File: src/rtl/mem_port_arbiter_if.sv
// Signal bundle between the arbiter, its two requesters (IF fetch, MEM load/store)
// and the off-core memory bus.
interface mem_port_arbiter_if #(
  parameter int ADDR_W = 32,
  parameter int DATA_W = 32
);
  logic              if_req;
  logic [ADDR_W-1:0] if_addr;
  logic [DATA_W-1:0] if_data;
  logic              if_ready;
  logic              flush;
  logic              mem_req;
  logic              mem_we;
  logic [3:0]        mem_sel;
  logic [ADDR_W-1:0] mem_addr;
  logic [DATA_W-1:0] mem_wdata;
  logic [DATA_W-1:0] mem_rdata;
  logic              mem_ready;
  logic              bus_req;
  logic              bus_we;
  logic [3:0]        bus_sel;
  logic [ADDR_W-1:0] bus_addr;
  logic [DATA_W-1:0] bus_wdata;
  logic [DATA_W-1:0] bus_rdata;
  logic              bus_ack;
  logic              bus_err;
  logic              stallreq_if;
  logic              stallreq_mem;

  // Environment side: requesters and memory.
  modport master (
    output if_req, if_addr, flush, mem_req, mem_we, mem_sel, mem_addr, mem_wdata,
           bus_rdata, bus_ack,
    input  if_data, if_ready, mem_rdata, mem_ready, bus_req, bus_we, bus_sel,
           bus_addr, bus_wdata, bus_err, stallreq_if, stallreq_mem
  );

  // Arbiter side.
  modport slave (
    input  if_req, if_addr, flush, mem_req, mem_we, mem_sel, mem_addr, mem_wdata,
           bus_rdata, bus_ack,
    output if_data, if_ready, mem_rdata, mem_ready, bus_req, bus_we, bus_sel,
           bus_addr, bus_wdata, bus_err, stallreq_if, stallreq_mem
  );
endinterface

File: src/rtl/mem_port_arbiter.sv
// Shares one memory bus between instruction fetch and the MEM-stage port,
// sequencing each access through IDLE -> ACC -> DONE with an ack timeout.
module mem_port_arbiter #(
  parameter int ADDR_W      = 32,
  parameter int DATA_W      = 32,
  parameter int TIMEOUT_CYC = 255
) (
  input logic               clk,
  input logic               rst,
  mem_port_arbiter_if.slave p
);
  typedef enum logic [1:0] {IDLE, IF_ACC, MEM_ACC, DONE} state_t;

  localparam logic [7:0] CNT_LAST = 8'(TIMEOUT_CYC - 1);

  state_t            state;
  logic [7:0]        cnt;
  logic              discard;
  logic              bus_req_r;
  logic              bus_we_r;
  logic [3:0]        bus_sel_r;
  logic [ADDR_W-1:0] bus_addr_r;
  logic [DATA_W-1:0] bus_wdata_r;
  logic [DATA_W-1:0] if_data_r;
  logic [DATA_W-1:0] mem_rdata_r;
  logic              if_ready_r;
  logic              mem_ready_r;
  logic              bus_err_r;
  logic              expired;

  // The last permitted bus cycle is the one where the counter sits at TIMEOUT_CYC-1.
  assign expired = (cnt == CNT_LAST);

  always_ff @(posedge clk) begin
    if (rst) begin
      state       <= IDLE;
      cnt         <= '0;
      discard     <= 1'b0;
      bus_req_r   <= 1'b0;
      bus_we_r    <= 1'b0;
      bus_sel_r   <= '0;
      bus_addr_r  <= '0;
      bus_wdata_r <= '0;
      if_data_r   <= '0;
      mem_rdata_r <= '0;
      if_ready_r  <= 1'b0;
      mem_ready_r <= 1'b0;
      bus_err_r   <= 1'b0;
    end else begin
      if_ready_r  <= 1'b0;
      mem_ready_r <= 1'b0;
      bus_err_r   <= 1'b0;
      case (state)
        IDLE: begin
          cnt     <= '0;
          discard <= 1'b0;
          // MEM holds the older instruction, so it wins a tie.
          if (p.mem_req) begin
            bus_req_r   <= 1'b1;
            bus_we_r    <= p.mem_we;
            bus_sel_r   <= p.mem_sel;
            bus_addr_r  <= p.mem_addr;
            bus_wdata_r <= p.mem_wdata;
            state       <= MEM_ACC;
          end else if (p.if_req && !p.flush) begin
            bus_req_r  <= 1'b1;
            bus_we_r   <= 1'b0;
            bus_sel_r  <= 4'hF;
            bus_addr_r <= p.if_addr;
            state      <= IF_ACC;
          end
        end
        MEM_ACC: begin
          if (p.bus_ack) begin
            bus_req_r   <= 1'b0;
            if (!bus_we_r) mem_rdata_r <= p.bus_rdata;
            mem_ready_r <= 1'b1;
            state       <= DONE;
          end else if (expired) begin
            bus_req_r   <= 1'b0;
            mem_rdata_r <= '0;
            mem_ready_r <= 1'b1;
            bus_err_r   <= 1'b1;
            state       <= DONE;
          end else begin
            cnt <= cnt + 8'd1;
          end
        end
        IF_ACC: begin
          if (p.bus_ack || expired) begin
            bus_req_r <= 1'b0;
            discard   <= 1'b0;
            // A flush seen at any point of the bus cycle, including its last one, kills the fetch.
            if (discard || p.flush) begin
              state <= IDLE;
            end else begin
              if_data_r  <= p.bus_ack ? p.bus_rdata : '0;
              if_ready_r <= 1'b1;
              bus_err_r  <= ~p.bus_ack;
              state      <= DONE;
            end
          end else begin
            cnt <= cnt + 8'd1;
            if (p.flush) discard <= 1'b1;
          end
        end
        DONE: begin
          state <= IDLE;
        end
      endcase
    end
  end

  assign p.bus_req      = bus_req_r;
  assign p.bus_we       = bus_we_r;
  assign p.bus_sel      = bus_sel_r;
  assign p.bus_addr     = bus_addr_r;
  assign p.bus_wdata    = bus_wdata_r;
  assign p.bus_err      = bus_err_r;
  assign p.if_data      = if_data_r;
  assign p.if_ready     = if_ready_r;
  assign p.mem_rdata    = mem_rdata_r;
  assign p.mem_ready    = mem_ready_r;
  assign p.stallreq_if  = p.if_req & ~if_ready_r;
  assign p.stallreq_mem = p.mem_req & ~mem_ready_r;
endmodule

File: src/flat_wrapper.sv
// flat-port wrapper written by rule: the top's interface ports become plain ports
module mem_port_arbiter_flat 
#(
  parameter int ADDR_W      = 32,
  parameter int DATA_W      = 32,
  parameter int TIMEOUT_CYC = 255
)
  (clk, rst, p_if_req, p_if_addr, p_flush, p_mem_req, p_mem_we, p_mem_sel, p_mem_addr, p_mem_wdata, p_bus_rdata, p_bus_ack, p_if_data, p_if_ready, p_mem_rdata, p_mem_ready, p_bus_req, p_bus_we, p_bus_sel, p_bus_addr, p_bus_wdata, p_bus_err, p_stallreq_if, p_stallreq_mem);
  mem_port_arbiter_if #(.ADDR_W(ADDR_W), .DATA_W(DATA_W)) p_i ();
  input logic clk;
  input logic rst;
  input wire logic [$bits(p_i.if_req)-1:0] p_if_req;
  input wire logic [$bits(p_i.if_addr)-1:0] p_if_addr;
  input wire logic [$bits(p_i.flush)-1:0] p_flush;
  input wire logic [$bits(p_i.mem_req)-1:0] p_mem_req;
  input wire logic [$bits(p_i.mem_we)-1:0] p_mem_we;
  input wire logic [$bits(p_i.mem_sel)-1:0] p_mem_sel;
  input wire logic [$bits(p_i.mem_addr)-1:0] p_mem_addr;
  input wire logic [$bits(p_i.mem_wdata)-1:0] p_mem_wdata;
  input wire logic [$bits(p_i.bus_rdata)-1:0] p_bus_rdata;
  input wire logic [$bits(p_i.bus_ack)-1:0] p_bus_ack;
  output wire logic [$bits(p_i.if_data)-1:0] p_if_data;
  output wire logic [$bits(p_i.if_ready)-1:0] p_if_ready;
  output wire logic [$bits(p_i.mem_rdata)-1:0] p_mem_rdata;
  output wire logic [$bits(p_i.mem_ready)-1:0] p_mem_ready;
  output wire logic [$bits(p_i.bus_req)-1:0] p_bus_req;
  output wire logic [$bits(p_i.bus_we)-1:0] p_bus_we;
  output wire logic [$bits(p_i.bus_sel)-1:0] p_bus_sel;
  output wire logic [$bits(p_i.bus_addr)-1:0] p_bus_addr;
  output wire logic [$bits(p_i.bus_wdata)-1:0] p_bus_wdata;
  output wire logic [$bits(p_i.bus_err)-1:0] p_bus_err;
  output wire logic [$bits(p_i.stallreq_if)-1:0] p_stallreq_if;
  output wire logic [$bits(p_i.stallreq_mem)-1:0] p_stallreq_mem;
  assign p_i.if_req = p_if_req;
  assign p_i.if_addr = p_if_addr;
  assign p_i.flush = p_flush;
  assign p_i.mem_req = p_mem_req;
  assign p_i.mem_we = p_mem_we;
  assign p_i.mem_sel = p_mem_sel;
  assign p_i.mem_addr = p_mem_addr;
  assign p_i.mem_wdata = p_mem_wdata;
  assign p_i.bus_rdata = p_bus_rdata;
  assign p_i.bus_ack = p_bus_ack;
  assign p_if_data = p_i.if_data;
  assign p_if_ready = p_i.if_ready;
  assign p_mem_rdata = p_i.mem_rdata;
  assign p_mem_ready = p_i.mem_ready;
  assign p_bus_req = p_i.bus_req;
  assign p_bus_we = p_i.bus_we;
  assign p_bus_sel = p_i.bus_sel;
  assign p_bus_addr = p_i.bus_addr;
  assign p_bus_wdata = p_i.bus_wdata;
  assign p_bus_err = p_i.bus_err;
  assign p_stallreq_if = p_i.stallreq_if;
  assign p_stallreq_mem = p_i.stallreq_mem;
  mem_port_arbiter #(.ADDR_W(ADDR_W), .DATA_W(DATA_W), .TIMEOUT_CYC(TIMEOUT_CYC)) u_core (.clk(clk), .rst(rst), .p(p_i));
endmodule
File: config.mk
export PLATFORM = sky130hd
export DESIGN_NAME = mem_port_arbiter_flat
export DESIGN_NICKNAME = d
export VERILOG_FILES = /design/src/rtl/mem_port_arbiter_if.sv /design/src/rtl/mem_port_arbiter.sv /design/src/flat_wrapper.sv
export SDC_FILE = /design/constraint.sdc
export NUM_CORES = 1
export LEC_CHECK = 0
export CAP_MARGIN = 15
export CORE_MARGIN = 2
export CORE_UTILIZATION = 38
export CTS_CLUSTER_DIAMETER = 80
export DETAILED_ROUTE_END_ITERATION = 10
export GPL_TIMING_DRIVEN = 0
export HOLD_SLACK_MARGIN = 0.15
export PLACE_DENSITY = 0.73
export SYNTH_ARGS = -nofsm -noshare
export SYNTH_HDL_FRONTEND = slang
export SYNTH_SLANG_ARGS = --single-unit
File: constraint.sdc
create_clock -name clk -period 1.9 [get_ports clk]
set_input_delay 0.475 -clock clk [delete_from_list [all_inputs] [get_ports clk]]
set_output_delay 0.475 -clock clk [all_outputs]
set_load 0.01 [all_outputs]
### Yosys cells after proc, flatten, opt, wreduce, memory -nomap -nowiden

Cells that the tools add are included.

| storage, ports and cells | value |
|---|---|
| register bits | 148 |
| input bits | 139 |
| output and inout port bits | 139 |
| logic and storage cells | 91 |

| cells by class | value |
|---|---|
| add/sub/neg operators | 1 |
| equality and inequality tests | 12 |
| mux-type cells | 37 |
| bitwise logic cells | 9 |
| reductions and logical operators | 19 |

Operator list:

| operator | number |
|---|---|
| $mux W32 | 6 |
| $mux W8 | 3 |
| $pmux W8 S3 | 1 |
| $mux W1 | 15 |
| $mux W2 | 6 |
| $ne A3 B2 Y1 const B | 3 |
| $reduce_and A3 Y1 | 3 |
| $add A8 B1 Y8 const B | 1 |
| $eq A8 B8 Y1 const B | 1 |
| $mux W4 | 2 |
| $ne A2 B2 Y1 const B | 4 |
| $pmux W2 S4 | 1 |
| $reduce_and A4 Y1 | 2 |
| $not A1 Y1 | 7 |
| $reduce_and A2 Y1 | 3 |
| $reduce_bool A2 Y1 | 3 |
| $eq A2 B2 Y1 const B | 2 |
| $pmux W1 S2 | 2 |
| $pmux W1 S3 | 1 |
| $reduce_bool A3 Y1 | 1 |
| $reduce_or A3 Y1 | 1 |
| $and A1 B1 Y1 | 2 |
| $eq A2 B1 Y1 const B | 1 |
| $logic_not A2 Y1 | 1 |
| other kinds (5) | 6 |

### Logic depth before layout (Yosys ltp)

Gate-level depths: netlist (run 1).

| logic depth | value |
|---|---|
| depth in word-level cells | 5 |
| depth in mapped cells | 7 |
| gate-level depth less buffers | 6 |

### Worst setup path after synthesis (run 1)

No wires, ideal clock.

| path | value |
|---|---|
| path type | register -> register |
| start | register u_core.cnt[0] |
| end | register u_core.state[1] |
| setup time | 0.088 ns |
| data arrival time | 1.556 ns |
| required time | 1.812 ns |
| setup slack | 0.256 ns |
| stages on the path, launching flop included | 7 |
| buffers on the path | 0 |
| period minus slack after synthesis | 1.644 ns |
| cell sequence | dfxtp_1 > inv_1 > ha_1 > and3_1 > a211o_1 > and2_1 > a311oi_2 |

| between the ends | value |
|---|---|
| longest elaborated chain between the ends | 4 |
| elaborated cells between the ends (all ways) | 5 |
| those cells by class | eq/ne (3); reduce/logical (2) |

Ends and longest elaborated chain:

| what | RTL line | RTL |
|---|---|---|
| from (decl) | mem_port_arbiter.sv:17 | `logic [7:0] cnt;` |
| from (signal assigned) | mem_port_arbiter.sv:86 | `cnt <= cnt + 8'd1;` |
| from (signal assigned) | mem_port_arbiter.sv:103 | `cnt <= cnt + 8'd1;` |
| $eq A8 B8 Y1 * | mem_port_arbiter.sv:32 | `assign expired = (cnt == CNT_LAST);` |
| $logic_or A1 B1 Y1 | mem_port_arbiter.sv:90 | `if (p.bus_ack \|\| expired) begin` |
| $ne A2 B1 Y1 (no line) | -- |  |
| $reduce_and A3 Y1 (no line) * | -- |  |
| to (signal assigned) | mem_port_arbiter.sv:36 | `state <= IDLE;` |
| to (signal assigned) | mem_port_arbiter.sv:95 | `state <= IDLE;` |
| to (signal assigned) | mem_port_arbiter.sv:100 | `state <= DONE;` |
| to (decl) | mem_port_arbiter.sv:16 | `state_t state;` |

Mark *: on every way between the ends. The rest lies on a longest branch, timed or not.
A chain may end at the register's enable or synchronous reset.

### Worst setup path in the final report (run 1)

| path | value |
|---|---|
| start | register u_core.bus_wdata_r[0], in the netlist u_core.p.bus_wdata[0] |
| end | output p_bus_wdata[0] |

RTL lines:

| what | RTL line | RTL |
|---|---|---|
| from (decl) | mem_port_arbiter.sv:23 | `logic [DATA_W-1:0] bus_wdata_r;` |
| from (signal assigned) | mem_port_arbiter.sv:63 | `bus_wdata_r <= p.mem_wdata;` |
| to (decl) | flat_wrapper.sv:30 | `output wire logic [$bits(p_i.bus_wdata)-1:0] p_bus_wdata;` |

No word-level cell between the ends.

==> report_table.html, run 1 <==
<table>
<tr><th>Metric</th><th>Value</th></tr>
<tr><th colspan="2">Critical path</th></tr>
<tr><td>Startpoint of the worst register-to-register path</td><td>u_core.state[0]</td></tr>
<tr><td>CP top delay family</td><td>buffers and inverters</td></tr>
<tr><td>Type of destination of the critical path</td><td>output pin</td></tr>
<tr><td>Arrival time reported for the critical path endpoint</td><td>1.36 ns</td></tr>
<tr><td>Worst stage delay on the critical path</td><td>0.61 ns</td></tr>
<tr><td>Kind of launch point of the worst setup path</td><td>flip-flop</td></tr>
<tr><td>Setup crit start</td><td>u_core.p.bus_wdata[0]</td></tr>
<tr><td>Crit path buffers/inverters</td><td>1</td></tr>
<tr><td>CP Cell Sequence</td><td>clkdlybuf4s50_1</td></tr>
<tr><td>Maximum fanout along the worst path</td><td>2</td></tr>
<tr><td>Data required, critical path</td><td>1.42 ns</td></tr>
<tr><td>Critical path class</td><td>flip-flop to output pin</td></tr>
<tr><td>Slowest stage cell on the critical path</td><td>sky130_fd_sc_hd__clkdlybuf4s50_1</td></tr>
<tr><th colspan="2">Die</th></tr>
<tr><td>Die span in x</td><td>125 um</td></tr>
<tr><td>Core area</td><td>0.0145 mm^2</td></tr>
<tr><td>Area enclosed by the die boundary</td><td>0.0157 mm^2</td></tr>
<tr><td>Initial core utilization</td><td>0.386</td></tr>
<tr><td>Number of top-level pins</td><td>278</td></tr>
<tr><td>Floorplan die height</td><td>125 um</td></tr>
<tr><td>Standard-cell rows</td><td>44</td></tr>
<tr><th colspan="2">Clock tree</th></tr>
<tr><td>Clock sinks</td><td>148</td></tr>
<tr><td>Deepest level of the CTS H-tree</td><td>4</td></tr>
<tr><td>Count of hold-fix buffers inserted at cts</td><td>0</td></tr>
<tr><td>Clock Tree Buf Depth</td><td>2</td></tr>
<tr><td>Root buffer cell</td><td>sky130_fd_sc_hd__clkbuf_16</td></tr>
<tr><td>Clock latency of the later-clocked register in the worst-skew pair</td><td>0.42 ns</td></tr>
<tr><td>CTS clock-pin slew for the worst setup and hold paths</td><td>0.06 ns</td></tr>
<tr><td>TritonCTS clock tree</td><td>built</td></tr>
<tr><td># resized after CTS</td><td>9</td></tr>
<tr><td>Post-CTS setup buffers</td><td>0</td></tr>
<tr><td>CTS buffer count</td><td>17</td></tr>
<tr><th colspan="2">Synth</th></tr>
<tr><td>Count of warnings emitted by yosys</td><td>0</td></tr>
<tr><td>Proportion of netlist area held by the largest area contributor</td><td>0.530</td></tr>
<tr><td>Cell accounting for the most synthesized area</td><td>sky130_fd_sc_hd__dfxtp_1</td></tr>
<tr><td>Predominant post-synthesis flop cell</td><td>sky130_fd_sc_hd__dfxtp_1</td></tr>
<tr><td>Synthesized netlist net count</td><td>703</td></tr>
<tr><td>Count of flip-flops with a built-in enable after synthesis</td><td>0</td></tr>
<tr><td>Combined area of all synthesized cells</td><td>0.00560 mm^2</td></tr>
<tr><td>Post-Syn Instances</td><td>558</td></tr>
<tr><td>Post-Synthesis Mean Instance Area</td><td>10.0 um^2</td></tr>
<tr><td>Post-synthesis register bit count</td><td>148</td></tr>
<tr><td>Post-synth cell types</td><td>49</td></tr>
<tr><td>Top cells by area, synth</td><td>sky130_fd_sc_hd__dfxtp_1 53%, sky130_fd_sc_hd__a22o_1 10%, sky130_fd_sc_hd__mux2i_1 5.7%</td></tr>
<tr><td>Sequential fraction of the synthesis area</td><td>0.530</td></tr>
<tr><td>Share of flip-flops with an asynchronous set or reset</td><td>0</td></tr>
<tr><th colspan="2">Routing</th></tr>
<tr><td>Avg Vias per Cell</td><td>5.12</td></tr>
<tr><td>Remaining antenna violation count after routing</td><td>0</td></tr>
<tr><td>Count of routing violations after the opening detailed-route iteration</td><td>230</td></tr>
<tr><td>Total via count after detailed routing</td><td>5369</td></tr>
<tr><td>Detailed-route wire length per cell</td><td>17.2 um</td></tr>
<tr><td>Routed Wire Length</td><td>18000 um</td></tr>
<tr><td>DR pass1 iterations</td><td>4</td></tr>
<tr><td>Remaining design rule violation count</td><td>0</td></tr>
<tr><th colspan="2">STA</th></tr>
<tr><td>Actual slew at the worst max-slew pin</td><td>0.563 ns</td></tr>
<tr><td>Final number of hold-violating endpoints</td><td>0</td></tr>
<tr><td>Sum Neg Setup Slack</td><td>0 ns</td></tr>
<tr><td>Final setup violating endpoints</td><td>0</td></tr>
<tr><td>Fin worst setup slack</td><td>0.0616 ns</td></tr>
<tr><td>Clock Skew</td><td>0.00933 ns</td></tr>
<tr><td>Fmax</td><td>544 MHz</td></tr>
<tr><td>Min cycle time layout</td><td>1.84 ns</td></tr>
<tr><td>Slew HR</td><td>0.625</td></tr>
<tr><td>Final number of max-transition violations</td><td>0</td></tr>
<tr><td>Final worst-path cycle share</td><td>0.968</td></tr>
<tr><td>Setup repair after global routing missed its margin</td><td>no</td></tr>
<tr><th colspan="2">Finish</th></tr>
<tr><td>Fraction of layout cells with a size suffix above 1</td><td>0.0961</td></tr>
<tr><td>Number of nets in the layout</td><td>996</td></tr>
<tr><td>Diodes inserted</td><td>0</td></tr>
<tr><td>Area growth from synthesis to layout</td><td>65.3%</td></tr>
<tr><td>Cell area after layout</td><td>0.00925 mm^2</td></tr>
<tr><td>Fill cell total of the finished layout</td><td>1181</td></tr>
<tr><th colspan="2">Pwr</th></tr>
<tr><td>Total power</td><td>0.0117 W</td></tr>
<tr><td>Power per standard cell area</td><td>1270 mW/mm^2</td></tr>
<tr><td>Static leakage power</td><td>3.57 nW</td></tr>
<tr><td>Peak supply drop</td><td>0.00100 V</td></tr>
<tr><th colspan="2">Placed design</th></tr>
<tr><td>Placement-stage cell area</td><td>0.00859 mm^2</td></tr>
<tr><td>Worst setup slack after placement</td><td>-0.426 ns</td></tr>
<tr><td>Count of input and output buffers</td><td>276</td></tr>
<tr><td>Routability-driven placement congestion ratio</td><td>0.854</td></tr>
<tr><td>Post-detail-place hpwl</td><td>14000 um</td></tr>
<tr><th colspan="2">Global route</th></tr>
<tr><td>Antenna violations before repair</td><td>0</td></tr>
<tr><td>GR Overflow Total</td><td>0</td></tr>
<tr><td>Global Route Usage Sum</td><td>0.225</td></tr>
<tr><td>First-pass GRT wire length</td><td>28100 um</td></tr>
<tr><td>Via count of the first global-routing pass</td><td>5347</td></tr>
<tr><td>Maximum number of pins on one net before global-route repair</td><td>17</td></tr>
<tr><th colspan="2">Min path</th></tr>
<tr><td>Worst min path class</td><td>flip-flop to flip-flop</td></tr>
<tr><td>Hold Path Origin</td><td>u_core.p.bus_wdata[18]</td></tr>
<tr><th colspan="2">Job</th></tr>
<tr><td>Maxcap violations</td><td>0</td></tr>
<tr><th colspan="2">Run status</th></tr>
<tr><td>Result of the run</td><td>complete, no violations</td></tr>
</table>
## state kept, by name, summed over array words and instances (netlist names), 2 cells and up
name,count
u_core.p.bus_addr,32
u_core.p.bus_wdata,32
u_core.p.if_data,32
u_core.p.mem_rdata,32
u_core.cnt,8
u_core.p.bus_sel,4
u_core.state,2
## logic make-up (layout without fill, tap and decap cells)
logic type,count (synthesis),in the layout,share of synthesized area
muxes,32,32,0.0572
and+or+nand+nor,155,155,0.127
DFF,148,148,0.530
AOI/OAI and AO/OA,163,163,0.222
adders and majority gates,6,6,0.0134
buffers and inverters,54,360,0.0503
## power by group
part	leakage (nW)	switching [W]	internal [W]	total [W]
sequential	1.21	0.000367	0.00371	0.00408
combinational	2.07	0.00208	0.00204	0.00412
clock	0.293	0.00128	0.00223	0.00351
total	3.57	0.00372	0.00799	0.0117
## path summary, 6_finish.rpt
check	endpoint	cells after the start	slack [ns]
worst max-delay path	p_bus_wdata[0]	1	0.06
worst min-delay path	u_core.p.bus_wdata[18]	2	0.45
worst max register to register	u_core.cnt[7]	5	0.10
worst min register to register	u_core.p.bus_wdata[18]	2	0.45
## cells in the final DEF, fill, tap and decap left out, drive strengths merged, types with 2 or more instances in the layout
master and instances:
nor4b 2, nand4b 2, clkdlybuf4s50 272, inv 12, nand2 70, o21ai 4, nand3 4, a22oi 5
and2 3, a22o 64, nor2b 6, nand2b 5, nand4 2, a21oi 38, clkinvlp 4, clkbuf 30
clkinv 3, nor3 7, o31ai 2, dlygate4sd2 2, buf 31, o211ai 4, bufinv 4, a211oi 33
mux2i 32, or3 5, dfxtp 148, nor2 44, o32ai 5, a31oi 2, ha 6
## per-layer routing
| metal | vias to the layer above | track usage | routed length, um |
|---|---|---|---|
| met4 | 0 | 0.0706 | 308 |
| met3 | 18 | 0.0877 | 1460 |
| met1 | 2516 | 0.259 | 7320 |
| li1 | 2605 | - | - |
| met2 | 230 | 0.386 | 8930 |
| met5 | - | 0 | 0 |
## cell type report
class                   count  area (um^2)  share of cell area
clock buffers              20          447              0.0483
plain buffers              41          255              0.0276
multi-input cells         356         2370               0.256
flip-flops and latches    148         2960               0.321
repair buffers            276         2760               0.299
inverters                  11         41.3             0.00447
clock inverters            12          178              0.0192
well taps                 184          230              0.0249
## stage by stage
| step | std cells | hold slack (ns) | utilization |
|---|---|---|---|
| global placement | 1018 | 0.441 | 0.593 |
| finish | 1048 | 0.454 | 0.639 |
| global route | 1048 | 0.479 | 0.639 |
| floorplan | 558 | 0.443 | - |
| detailed placement | 1018 | 0.446 | 0.593 |
| CTS | 1049 | 0.455 | 0.637 |
## cell usage after synthesis, types with 2 or more instances
master	instances
sky130_fd_sc_hd__inv_1	10
sky130_fd_sc_hd__clkbuf_1	7
sky130_fd_sc_hd__o211ai_1	3
sky130_fd_sc_hd__o32ai_1	5
sky130_fd_sc_hd__a21oi_1	36
sky130_fd_sc_hd__a22o_1	64
sky130_fd_sc_hd__nor3_1	6
sky130_fd_sc_hd__dfxtp_1	148
sky130_fd_sc_hd__nand2b_1	5
sky130_fd_sc_hd__nor2_1	44
sky130_fd_sc_hd__a22oi_1	5
sky130_fd_sc_hd__and2_1	3
sky130_fd_sc_hd__buf_1	3
sky130_fd_sc_hd__a211oi_1	33
sky130_fd_sc_hd__o21ai_1	2
sky130_fd_sc_hd__ha_1	6
sky130_fd_sc_hd__buf_2	27
sky130_fd_sc_hd__nand2_1	70
sky130_fd_sc_hd__mux2i_1	32
sky130_fd_sc_hd__buf_6	6
sky130_fd_sc_hd__nand3_1	4
sky130_fd_sc_hd__or3_1	5
sky130_fd_sc_hd__nand4b_1	2
sky130_fd_sc_hd__a31oi_1	2
sky130_fd_sc_hd__nor2b_1	6
(Power assumes the default switching activity.)
==> run 2, diff against run 1 <==
Settings changed: SETUP_SLACK_MARGIN set to 0.1.
==> run 2 against run 1 <==
Effect of this change:
- utilization grew 1.4 points
- sequential power is essentially flat
- register-to-register slack gained 0.08 ns
- critical endpoint is now p_mem_rdata[4]
- final cell count is essentially flat
- critical path depth is the same
- power shrank 1.1%
- flip-flop and latch count is the same
- first-iteration DRC count grew 10%
- global-route usage is essentially flat
==> report_table.html, run 2 (synthesis results as in run 1) <==
<table>
<tr><th>Metric</th><th>Value</th></tr>
<tr><th colspan="2">Run status</th></tr>
<tr><td>Result of the run</td><td>complete, no violations</td></tr>
<tr><th colspan="2">Min path</th></tr>
<tr><td>Hold Path Origin</td><td>u_core.p.bus_wdata[18]</td></tr>
<tr><td>Worst hold path stage count</td><td>2 (unchanged)</td></tr>
<tr><td>Worst min path class</td><td>flip-flop to flip-flop</td></tr>
<tr><td>Worst hold endpoint</td><td>u_core.p.bus_wdata[18]</td></tr>
<tr><th colspan="2">Finish</th></tr>
<tr><td>Number of nets in the layout</td><td>997 (+0.10%)</td></tr>
<tr><td>Area used by multi-input combinational logic</td><td>0.00238 mm^2 (+0.69%)</td></tr>
<tr><td>Most common cell after layout, fill and taps aside</td><td>sky130_fd_sc_hd__dfxtp_1</td></tr>
<tr><td>Area growth from synthesis to layout</td><td>68.9%</td></tr>
<tr><td>Fraction of layout cells with a size suffix above 1</td><td>0.109 (+0.0126)</td></tr>
<tr><td>Storage element area</td><td>0.00297 mm^2 (+0.17%)</td></tr>
<tr><td>Highest-count cells in the layout ignoring fill and taps</td><td>145 x sky130_fd_sc_hd__dfxtp_1, 143 x sky130_fd_sc_hd__clkdlybuf4s50_1, 89 x sky130_fd_sc_hd__dlymetal6s2s_1</td></tr>
<tr><td>Diodes inserted</td><td>0 (unchanged)</td></tr>
<tr><td>Cell area after layout</td><td>0.00945 mm^2 (+2.2%)</td></tr>
<tr><td>Fill cell total of the finished layout</td><td>1173 (-0.68%)</td></tr>
<tr><th colspan="2">Job</th></tr>
<tr><td>Maxcap violations</td><td>0 (unchanged)</td></tr>
<tr><th colspan="2">Pwr</th></tr>
<tr><td>Part of the total power dissipated in sequential elements</td><td>0.352 (+0.004)</td></tr>
<tr><td>Combinational cell fraction of total power</td><td>0.344 (-0.008)</td></tr>
<tr><td>Pint</td><td>0.00784 W (-1.8%)</td></tr>
<tr><td>Switching power share of the total</td><td>0.322 (+0.00453)</td></tr>
<tr><td>Clk pwr share</td><td>0.304 (+0.004)</td></tr>
<tr><td>Peak supply drop</td><td>0.000997 V (-0.60%)</td></tr>
<tr><td>Switching Power</td><td>0.00373 W (+0.27%)</td></tr>
<tr><td>Static leakage power</td><td>5.25 nW (+47%)</td></tr>
<tr><td>Power per standard cell area</td><td>1220 mW/mm^2 (-3.3%)</td></tr>
<tr><th colspan="2">Placed design</th></tr>
<tr><td>Placement-stage cell area</td><td>0.00859 mm^2 (unchanged)</td></tr>
<tr><td>Count of input and output buffers</td><td>276 (unchanged)</td></tr>
<tr><td>Post-detail-place hpwl</td><td>14000 um (unchanged)</td></tr>
<tr><td>Routability-driven placement congestion ratio</td><td>0.854 (unchanged)</td></tr>
<tr><th colspan="2">Clock tree</th></tr>
<tr><td>Clock latency of the later-clocked register in the worst-skew pair</td><td>0.42 ns (about the same)</td></tr>
<tr><td>CTS buffer count</td><td>17 (unchanged)</td></tr>
<tr><td>Deepest level of the CTS H-tree</td><td>4 (unchanged)</td></tr>
<tr><td>Clock sinks</td><td>148 (unchanged)</td></tr>
<tr><td>TritonCTS clock tree</td><td>built</td></tr>
<tr><td>CTS clock-pin slew for the worst setup and hold paths</td><td>0.06 ns (about the same)</td></tr>
<tr><td>Clock Tree Buf Depth</td><td>2 (unchanged)</td></tr>
<tr><td>Count of hold-fix buffers inserted at cts</td><td>0 (unchanged)</td></tr>
<tr><td>Root buffer cell</td><td>sky130_fd_sc_hd__clkbuf_16</td></tr>
<tr><th colspan="2">STA</th></tr>
<tr><td>Actual slew at the worst max-slew pin</td><td>0.558 ns (-0.00479 ns)</td></tr>
<tr><td>Setup repair after global routing missed its margin</td><td>yes</td></tr>
<tr><td>Final number of max-transition violations</td><td>0 (unchanged)</td></tr>
<tr><td>Clock Skew</td><td>0.00967 ns (+0.000340 ns)</td></tr>
<tr><td>Final worst-path cycle share</td><td>0.945 (-0.0224)</td></tr>
<tr><td>Fmax</td><td>557 MHz (+2.4%)</td></tr>
<tr><td>Final setup violating endpoints</td><td>0 (unchanged)</td></tr>
<tr><td>Final number of hold-violating endpoints</td><td>0 (unchanged)</td></tr>
<tr><td>Min cycle time layout</td><td>1.80 ns (-0.0425 ns)</td></tr>
<tr><td>Final hold slack</td><td>0.451 ns (-0.00294 ns)</td></tr>
<tr><td>Slew HR</td><td>0.628 (+0.00319)</td></tr>
<tr><th colspan="2">Critical path</th></tr>
<tr><td>CP top delay family</td><td>buffers and inverters</td></tr>
<tr><td>Setup crit start</td><td>u_core.p.mem_rdata[4]</td></tr>
<tr><td>Arrival time reported for the critical path endpoint</td><td>1.32 ns (-0.04 ns)</td></tr>
<tr><td>Internal reg-to-reg setup slack</td><td>0.18 ns (+0.08 ns)</td></tr>
<tr><td>Type of destination of the critical path</td><td>output pin</td></tr>
<tr><td>Startpoint of the worst register-to-register path</td><td>u_core.cnt[0]</td></tr>
<tr><td>Slowest stage cell on the critical path</td><td>sky130_fd_sc_hd__clkdlybuf4s50_1</td></tr>
<tr><td>End of the worst register-to-register path</td><td>u_core.state[1]</td></tr>
<tr><td>Crit path buffers/inverters</td><td>1 (unchanged)</td></tr>
<tr><td>Data required, critical path</td><td>1.42 ns (about the same)</td></tr>
<tr><td>Kind of launch point of the worst setup path</td><td>flip-flop</td></tr>
<tr><td>Worst R2R Path Depth</td><td>6 (+1)</td></tr>
<tr><td>Maximum fanout along the worst path</td><td>2 (unchanged)</td></tr>
<tr><td>CP Cell Sequence</td><td>clkdlybuf4s50_1</td></tr>
<tr><td>Worst stage delay on the critical path</td><td>0.56 ns (-0.05 ns)</td></tr>
<tr><td>Critical path class</td><td>flip-flop to output pin</td></tr>
<tr><th colspan="2">Die</th></tr>
<tr><td>Floorplan die height</td><td>125 um (unchanged)</td></tr>
<tr><td>Area enclosed by the die boundary</td><td>0.0157 mm^2 (unchanged)</td></tr>
<tr><td>Number of top-level pins</td><td>278 (unchanged)</td></tr>
<tr><td>Core area</td><td>0.0145 mm^2 (unchanged)</td></tr>
<tr><td>Die span in x</td><td>125 um (unchanged)</td></tr>
<tr><td>Standard-cell rows</td><td>44 (unchanged)</td></tr>
<tr><td>Initial core utilization</td><td>0.386 (unchanged)</td></tr>
<tr><th colspan="2">Routing</th></tr>
<tr><td>Remaining antenna violation count after routing</td><td>0 (unchanged)</td></tr>
<tr><td>Routed Wire Length</td><td>18300 um (+1.5%)</td></tr>
<tr><td>Detailed-route wire length per cell</td><td>17.4 um (+1.4%)</td></tr>
<tr><td>Avg Vias per Cell</td><td>5.13 (about the same)</td></tr>
<tr><td>Count of routing violations after the opening detailed-route iteration</td><td>254 (+10%)</td></tr>
<tr><td>DR pass1 iterations</td><td>4 (unchanged)</td></tr>
<tr><td>Remaining design rule violation count</td><td>0 (unchanged)</td></tr>
<tr><td>Total via count after detailed routing</td><td>5377 (+0.15%)</td></tr>
<tr><th colspan="2">Global route</th></tr>
<tr><td>Via count of the first global-routing pass</td><td>5342 (-0.094%)</td></tr>
<tr><td>GR Overflow Total</td><td>0 (unchanged)</td></tr>
<tr><td>Maximum number of pins on one net before global-route repair</td><td>17 (unchanged)</td></tr>
<tr><td>Antenna violations before repair</td><td>0 (unchanged)</td></tr>
<tr><td>Global Route Usage Sum</td><td>0.225 (about the same)</td></tr>
<tr><td>First-pass GRT wire length</td><td>28100 um (about the same)</td></tr>
</table>
==> run 2: layer usage <==
| metal | wire, um | track usage |
|---|---|---|
| met5 | 0 | 0 |
| met4 | 314 | 0.0706 |
| met3 | 1610 | 0.0881 |
| met2 | 9160 | 0.386 |
| met1 | 7210 | 0.259 |
==> run 2: worst max path at each step <==
stage                           end  slack (ns)  cells after the start
6_report             p_mem_rdata[4]        0.10                      1
5_1_grt              p_mem_rdata[4]        0.07                      1
4_1_cts              p_bus_addr[11]        0.10                      1
3_5_place_dp   u_core.p.bus_addr[4]       -0.43                      5
3_3_place_gp   u_core.p.bus_addr[7]       -0.40                      5
2_1_floorplan       u_core.state[1]        0.26                      6
==> run 2: per-stage QoR <==
step           std cells  total power (W)  setup slack [ns]  TNS, ns   util
3_3_place_gp        1018          0.00811            -0.403   -43.02  0.593
4_1_cts             1049           0.0117             0.100        0  0.634
3_5_place_dp        1018          0.00823            -0.426   -48.93  0.593
2_1_floorplan        558          0.00621             0.256        0      -
5_1_grt             1049           0.0122            0.0718        0  0.653
6_report            1049           0.0116             0.104        0  0.653
==> run 2: layout make-up <==
cell class                 count  area share
buffer                        42      0.0291
clock buffer                  20      0.0473
clock inverter                12      0.0188
inverter                      11     0.00437
multi-input combinational    356       0.252
sequential                   148       0.314
tap                          184      0.0244
timing repair buffer         276       0.310
==> run 2: what timing repair did <==
item / CTS / global route
pin swaps: 0 / 1
setup buffers: 0 / 0
resized for setup: 60 / 113
setup endpoints to repair: 138 / 221
==> run 2: tightest hold or removal path: cells and delay by family, from the launching register on <==
family / cells / cell delay (ns)
AND/OR/NAND/NOR: 1 / 0.05
AO/OA/AOI/OAI: 1 / 0.05
flip-flops: 1 / 0.30
==> run 2: power groups by stage <==
stage	clock (W)	sequential, W	combinational [W]
6_report	0.00352	0.00407	0.00399
5_1_grt	0.00372	0.00414	0.00435
4_1_cts	0.00357	0.00407	0.00402
3_5_place_dp	0	0.00413	0.00410
3_3_place_gp	0	0.00410	0.00401
2_1_floorplan	0	0.00433	0.00187
